--- src/rtl/mem_burst_reader.sv ---
// Burst reader: walks a contiguous address block in a sync-read memory
// and streams the words out through a 2-entry valid/ready buffer.
// Optional dataLast output is enabled with BURST_READER_LAST_EN.
module mem_burst_reader #(
    parameter int ADDR_WIDTH = 12,
    parameter int DATA_WIDTH = 12,
    parameter int LEN_WIDTH  = 12
) (
    input  logic                  clk,
    input  logic                  rstN,
    input  logic                  start,
    input  logic [ADDR_WIDTH-1:0] startAddr,
    input  logic [LEN_WIDTH-1:0]  length,
    output logic                  busy,
    output logic                  done,
    output logic                  memRdEn,
    output logic [ADDR_WIDTH-1:0] memAddr,
    input  logic [DATA_WIDTH-1:0] memData,
    output logic [DATA_WIDTH-1:0] dataOut,
    output logic                  dataValid,
    input  logic                  dataReady
`ifdef BURST_READER_LAST_EN
    ,
    output logic                  dataLast
`endif
);

    typedef enum logic [1:0] {
        IDLE,
        READ,
        DRAIN,
        DONE
    } state_t;

    state_t                  state;
    state_t                  state_nxt;
    logic [ADDR_WIDTH-1:0]   addr;
    logic [LEN_WIDTH-1:0]    remain;
    logic                    inflight;
    logic [DATA_WIDTH-1:0]   buf_q [2];
    logic                    wr_ptr;
    logic                    rd_ptr;
    logic [1:0]              count;
    logic [1:0]              count_nxt;
    logic                    pop;
    logic                    accept;

    // A read issued last cycle lands in the buffer this cycle, so
    // count_nxt is buffer occupancy plus reads in flight after this
    // cycle's handshake; keeping it below 2 makes overflow impossible.
    assign pop       = dataValid & dataReady;
    assign count_nxt = count + {1'b0, inflight} - {1'b0, pop};
    assign dataValid = (count != 2'd0);
    assign dataOut   = buf_q[rd_ptr];
    assign memAddr   = addr;
    assign accept    = (state == IDLE) & start;

    // State register
    always_ff @(posedge clk or negedge rstN) begin
        if (!rstN) begin
            state <= IDLE;
        end else begin
            state <= state_nxt;
        end
    end

    // Next-state, read issue and status outputs
    always_comb begin
        state_nxt = state;
        memRdEn   = 1'b0;
        busy      = 1'b0;
        done      = 1'b0;
        unique case (state)
            IDLE: begin
                if (start) begin
                    state_nxt = (length == '0) ? DONE : READ;
                end
            end
            READ: begin
                busy = 1'b1;
                if (count_nxt < 2'd2) begin
                    memRdEn = 1'b1;
                    if (remain == LEN_WIDTH'(1)) begin
                        state_nxt = DRAIN;
                    end
                end
            end
            DRAIN: begin
                busy = 1'b1;
                if (count_nxt == 2'd0) begin
                    state_nxt = DONE;
                end
            end
            DONE: begin
                done      = 1'b1;
                state_nxt = IDLE;
            end
            default: state_nxt = IDLE;
        endcase
    end

    // Address/remaining counters and read-in-flight flag
    always_ff @(posedge clk or negedge rstN) begin
        if (!rstN) begin
            addr     <= '0;
            remain   <= '0;
            inflight <= 1'b0;
        end else begin
            inflight <= memRdEn;
            if (accept) begin
                addr   <= startAddr;
                remain <= length;
            end else if (memRdEn) begin
                addr   <= addr + ADDR_WIDTH'(1);
                remain <= remain - LEN_WIDTH'(1);
            end
        end
    end

    // Two-entry output buffer fed by returning read data
    always_ff @(posedge clk or negedge rstN) begin
        if (!rstN) begin
            buf_q[0] <= '0;
            buf_q[1] <= '0;
            wr_ptr   <= 1'b0;
            rd_ptr   <= 1'b0;
            count    <= 2'd0;
        end else begin
            count <= count_nxt;
            if (inflight) begin
                buf_q[wr_ptr] <= memData;
                wr_ptr        <= ~wr_ptr;
            end
            if (pop) begin
                rd_ptr <= ~rd_ptr;
            end
        end
    end

`ifdef BURST_READER_LAST_EN
    logic [LEN_WIDTH-1:0] out_rem;

    assign dataLast = dataValid & (out_rem == LEN_WIDTH'(1));

    // Words still to be handed out; the head is last when one remains
    always_ff @(posedge clk or negedge rstN) begin
        if (!rstN) begin
            out_rem <= '0;
        end else if (accept) begin
            out_rem <= length;
        end else if (pop) begin
            out_rem <= out_rem - LEN_WIDTH'(1);
        end
    end
`endif

endmodule
--- config.mk ---
export PLATFORM = sky130hd
export DESIGN_NAME = mem_burst_reader
export DESIGN_NICKNAME = d
export VERILOG_FILES = /design/src/rtl/mem_burst_reader.sv
export SDC_FILE = /design/constraint.sdc
export NUM_CORES = 1
export LEC_CHECK = 0
export CORE_MARGIN = 5
export CORE_UTILIZATION = 45
export CTS_BUF_LIST = sky130_fd_sc_hd__clkbuf_2 sky130_fd_sc_hd__clkbuf_4 sky130_fd_sc_hd__clkbuf_8
export DETAILED_ROUTE_END_ITERATION = 10
export HOLD_SLACK_MARGIN = 0.05
export PLACE_DENSITY = 0.74
export RECOVER_POWER = 100
export SYNTH_ARGS = -nofsm -noshare
export SYNTH_HDL_FRONTEND = slang
export SYNTH_SLANG_ARGS = --single-unit
--- constraint.sdc ---
create_clock -name clk -period 2.89 [get_ports clk]
set_input_delay 0.4335 -clock clk [delete_from_list [all_inputs] [get_ports clk]]
set_output_delay 0.4335 -clock clk [all_outputs]
set_load 0.02 [all_outputs]
Word level (Yosys, flattened, before mapping)
Index checks and enable logic that the tools add are counted.
{"block": "word_totals", "elab_cells": 59, "out_inout_bits": 28, "inputBits": 40, "register_bits": 55}
{"block": "op_classes", "add_sub_neg": 4, "bitwise_logic": 6, "order_cmp": 4, "reduce_logical": 8, "n_eq_ne": 8, "muxes": 20}
{"cell": "two-way mux 12 bit", "count": 8}
{"cell": "bitwise mux 24 bit", "count": 1}
{"cell": "adder 12 x 1 -> 12 bit, second input constant", "count": 1}
{"cell": "demux 12 bit (select 1 bit)", "count": 1}
{"cell": "== test 12 x 1 -> 1 bit, second input constant", "count": 1}
{"cell": "logical NOT 12 bit", "count": 1}
{"cell": "subtractor 12 x 1 -> 12 bit, second input constant", "count": 1}
{"cell": "two-way mux 2 bit", "count": 5}
{"cell": "!= test 2 bit, second input constant", "count": 4}
{"cell": "one-hot mux 2 bit (4 select lines)", "count": 1}
{"cell": "== test 2 bit, second input constant", "count": 2}
{"cell": ">= comparator 2 bit, second input constant", "count": 2}
{"cell": "logical NOT 2 bit", "count": 2}
{"cell": "two-way mux 1 bit", "count": 4}
{"cell": "NOT 1 -> 2 bit", "count": 2}
{"cell": "AND reduction 4 bit", "count": 1}
{"cell": "nonzero test 2 bit", "count": 2}
{"cell": "adder 2 x 1 -> 2 bit", "count": 1}
{"cell": "bitwise AND 1 bit", "count": 2}
{"cell": "== test 2 x 1 -> 1 bit, second input constant", "count": 1}
{"cell": "less-than comparator 2 x 1 -> 1 bit, second input constant", "count": 1}
{"cell": "less-than comparator 2 bit, second input constant", "count": 1}
{"cell": "NOT 1 bit", "count": 2}
{"cell": "OR reduction 2 bit", "count": 1}
{"cell": "other kinds (2)", "count": 2}

Longest topological paths before layout
{"block": "depth", "word_depth": 8, "depth_mapped": 10, "depth_no_buf": 9}

Worst setup path after synthesis
Ideal clock, no wire load.
{"block": "synth_path", "kind": "flip-flop to flip-flop", "start": "register count[1]", "end": "register addr[5], in the netlist memAddr[5]", "t_required_ns": 2.765, "stages_incl_launch_ff": 11, "setup_time_ns": 0.125, "arrival_ns": 2.451, "setup_slack_ns": 0.314, "path_cell_list": "dfrtp_1 > or2_2 > and2_1 > ha_1 > inv_1 > ha_1 > xnor3_2 > clkbuf_1 > nand4_1 > xnor2_1 > mux2_2"}
{"block": "synth_via", "elab_chain_cells": 7, "word_cells_on_any_way": 8, "cone_classes": "2 x add/sub; 1 x order compare; 2 x mux; 1 x bitwise; 2 x reduce/logical"}
{"item": "start, declared", "line": "43", "source": "logic [1:0] count;"}
{"item": "start signal, assigned", "line": "129", "source": "count <= count_nxt;"}
{"item": "nonzero test 2 bit", "line": "53", "source": "assign dataValid = (count != 2'd0);"}
{"item": "net dataValid", "line": "20", "source": "output logic dataValid,"}
{"item": "bitwise AND 1 bit", "line": "51", "source": "assign pop = dataValid & dataReady;"}
{"item": "net pop", "line": "45", "source": "logic pop;"}
{"item": "subtractor 2 x 1 -> 2 bit", "line": "52", "source": "assign count_nxt = count + {1'b0, inflight} - {1'b0, pop};"}
{"item": "less-than comparator 2 bit", "line": "81", "source": "if (count_nxt < 2'd2) begin"}
{"item": "two-way mux 1 bit", "line": "81"}
{"item": "two-way mux 1 bit", "line": "73", "source": "unique case (state)"}
{"item": "nonzero test 2 bit (no source line)"}
{"item": "end signal, assigned", "line": "111", "source": "addr <= startAddr;"}
{"item": "end signal, assigned", "line": "114", "source": "addr <= addr + ADDR_WIDTH'(1);"}
{"item": "end, declared", "line": "37", "source": "logic [ADDR_WIDTH-1:0] addr;"}
The timed path passes the listed nets, and every way through them passes these cells.
A chain may end at the register's enable or synchronous reset.

Worst setup path after layout
{"block": "layout_path", "start": "register count[1]", "end": "output memRdEn"}
{"block": "layout_via", "elab_chain_cells": 6, "word_cells_on_any_way": 7, "cone_classes": "2 x add/sub; 1 x order compare; 2 x mux; 1 x bitwise; 1 x reduce/logical"}
{"item": "nonzero test 2 bit", "line": "53"}
{"item": "bitwise AND 1 bit", "line": "51"}
{"item": "net pop", "line": "45"}
{"item": "subtractor 2 x 1 -> 2 bit", "line": "52"}
{"item": "less-than comparator 2 bit", "line": "81"}
{"item": "two-way mux 1 bit", "line": "81"}
{"item": "two-way mux 1 bit", "line": "73"}
{"item": "end, declared", "line": "16", "source": "output logic memRdEn,"}
The timed path passes the listed nets, and every way through them passes these cells.

==> run metrics <==
postcts setup bufs 0; FP Rows 28; H-tree lvl count 2; crit path capture type output port; Final Max Slew Viols 35; endpoints failing setup 0; synthesized area 0.00282 mm^2; Reg2Reg Setup Slack 200 ps; Worst Hold Endpoint wr_ptr; Top delay family on crit path simple AND/OR/NAND/NOR gates; slew margin rel. -21.4%; Final period util 93.2%; I/O pins 68; Hold Fails Final Rpt 0; drt total wl 6.11 mm; ant diodes 0; Worst R2R Start count[1]; Ys Warns 0; failing checks capacitance limit, slew limit; worst skew pair latency 310 ps; Die Span Y 89.2 um; GRT overflow 0; sequential cell area fraction in the yosys report 48.8%; crit path max-delay cell type dfrtp_1; Post-Place Cells 394; number of global-route vias before repair 2220; Post-DP Area 0.00362 mm^2; Initial Utilization 46.8%; Worst Reg-to-Reg Cells 10; Synth cell types 33; Nets 376; WS Path Type reg -> out; clk_skew 7.70 ps; Worst Setup SP count[1]; share of layout cells above drive strength 1 18.1%; Hold Crit Depth 1; unrepaired setup endpoints after global routing no; Post-DP HPWL 4.48 mm; first-pass GRT wire length 10.2 mm; setup TNS 0 ps; All-Layer GR Usage 16.5%; vias per std cell 5.32; DRC errors left 0; CP arrival 2260 ps; final non-filler cell total 401; clock tree sinks 55; Syn Inst Count 252; Max-Cap Viols 1; Iter 0 DRT Violations 69; RD Place Congestion 0.782; DIE WIDTH 89.2 um; #FFs+latches synth 55; Power per Cell Area 1110 mW/mm^2; Critical Path, Cell by Cell or2_2 > and2_1 > ha_1 > inv_1 > ha_1 > xnor3_2 > nand2_1 > inv_1 > clkbuf_1; Worst EP required 2460 ps; pre-CTS WS 7.53 ps; initial antenna violation count 0; Hold Startpoint wr_ptr; Hold-fix buffers, CTS 0; largest incremental delay on the critical path 390 ps; design area 0.00370 mm^2; worst-path maximum fanout 2; Leak 1.51 nW; CP bufs+invs 3; RR Endpoint remain[9]; Root Driver clkbuf_8; syn_nets 302; synth-to-layout area growth 31.1%; largest net degree at the start of global routing 35; CTS buffer count 5; CTS tree done; IO buf count 67; VDD IR max 0.664 mV; Startpoint Class register; Tightest Pin Transition 1820 ps; Clk pin slew, worst setup/hold paths 90 ps; Min-Delay Path Class reg -> reg; outcome finished, violations left; deepest clock path buffer count 2; Mean Syn Cell Area 11.2 um^2; core area 0.00603 mm^2; CTS resizes 1; post-route ant nets 0; fmax 371 MHz; Vias 2135; die area 0.00795 mm^2; first-pass detailed-route iteration total 4; WL/cell 15.2 um; Final Critical Period 2690 ps; post-route setup slack 197 ps
layout by cell type, fill, tap and decap left out, drive strengths merged:
cell type,Yosys,layout
a221o,1,1
clkbuf,7,13
nand3b,1,1
nor4,4,4
nand3,7,7
ha,10,10
a31oi,10,10
o21ai,17,17
nor2b,2,2
nor2,13,13
clkdlybuf4s50,0,38
o31ai,2,2
mux2,43,43
inv,10,10
nor3,2,2
mux2i,3,3
clkinvlp,0,1
nand2b,1,1
nand4b,1,1
or3,9,9
xor2,7,7
bufinv,0,1
and3,3,3
and2,3,3
dlygate4sd3,0,27
or2,1,1
buf,3,4
nand2,15,15
xnor2,7,7
nand4,8,8
or4,3,3
xnor3,1,1
nor3b,2,2
dfrtp,55,55
nor4b,1,1
routing by layer:
| layer | up-vias | part of all wire (%) | track usage (%) |
|---|---|---|---|
| met5 | - | 0 | 0 |
| met4 | 0 | 1.6 | 4.47 |
| met3 | 10 | 8.0 | 4.79 |
| met2 | 69 | 45 | 26.4 |
| met1 | 1007 | 46 | 22.1 |
| li1 | 1049 | - | - |
synth_stat cells:
master | count | area, um^2
nand3b_1 | 1 | 7.51
ha_1 | 10 | 125
dfrtp_1 | 55 | 1380
clkbuf_1 | 7 | 26.3
nor4_1 | 4 | 25.0
nand4_1 | 8 | 50.1
or4_1 | 1 | 7.51
nor4b_1 | 1 | 8.76
or2_2 | 1 | 6.26
xnor2_1 | 7 | 61.3
o31ai_1 | 2 | 15.0
mux2i_1 | 3 | 30.0
or4_2 | 1 | 8.76
nand3_1 | 7 | 35.0
nand2_1 | 15 | 56.3
nor2_1 | 13 | 48.8
buf_1 | 3 | 11.3
o21ai_0 | 17 | 85.1
xnor3_2 | 1 | 23.8
nand2b_1 | 1 | 6.26
and3_1 | 3 | 18.8
and2_1 | 3 | 18.8
nor2b_1 | 2 | 12.5
nand4b_1 | 1 | 8.76
mux2_2 | 43 | 484
inv_1 | 10 | 37.5
a31oi_1 | 10 | 62.6
xor2_1 | 7 | 61.3
or3_1 | 9 | 56.3
nor3b_1 | 2 | 15.0
or4_4 | 1 | 11.3
nor3_1 | 2 | 10.0
a221o_1 | 1 | 10.0
power by group:
group          switching [W]  leakage (nW)  internal (W)
Clock               0.000244        0.0502      0.000253
Combinational        0.00105         0.818       0.00109
Sequential          0.000317         0.645       0.00116
area by class of cell:
class                   count  area [um^2]
clock buffers               5         68.8
flip-flops and latches     55         1380
fillers                   487         2330
well taps                  75         93.8
inverters                  10         37.5
multi-input cells         177         1370
clock inverters             2         37.5
repair buffers             77          714
state kept, by name, summed over array words and instances (netlist names):
register / cells
count: 2
remain: 12
buf_q: 24
rd_ptr: 1
state: 2
inflight: 1
memAddr: 12
wr_ptr: 1
worst max path at each step:
stage                       to  slack (ps)  cells past startpoint
floorplan           memAddr[5]         310                     10
detailed placement     memRdEn           8                      9
global route         remain[9]          40                     10
finish                 memRdEn         200                      9
CTS                    memRdEn          40                      9
global placement       memRdEn          10                      9
through the flow:
stage / total power [W] / hold WS (ps) / utilization, %
floorplan: 0.00289 / 138 / -
global placement: 0.00372 / 476 / 60.0
detailed placement: 0.00376 / 486 / 60.0
CTS: 0.00428 / 217 / 61.8
global route: 0.00445 / 523 / 61.4
finish: 0.00411 / 498 / 61.4
kinds of logic (layout without fill, tap and decap cells):
logic type	after synthesis	count (layout)	synth area share [%]
flops	55	55	48.8
fa+ha+maj	10	10	4.43
mux	46	46	18.2
buf+inv	20	94	2.66
xor+xnor	15	15	5.19
compound gates	30	30	6.12
simple gates	76	76	14.6
worst reg2reg max path, delay by kind of cell, from the launching register on:
kind,cells,cell delay (ps)
compound gates,1,180
simple gates,4,1140
xor+xnor,1,220
fa+ha+maj,2,450
buf+inv,2,240
flops,1,390
Note: power is estimated with default switching activity, not from simulation.
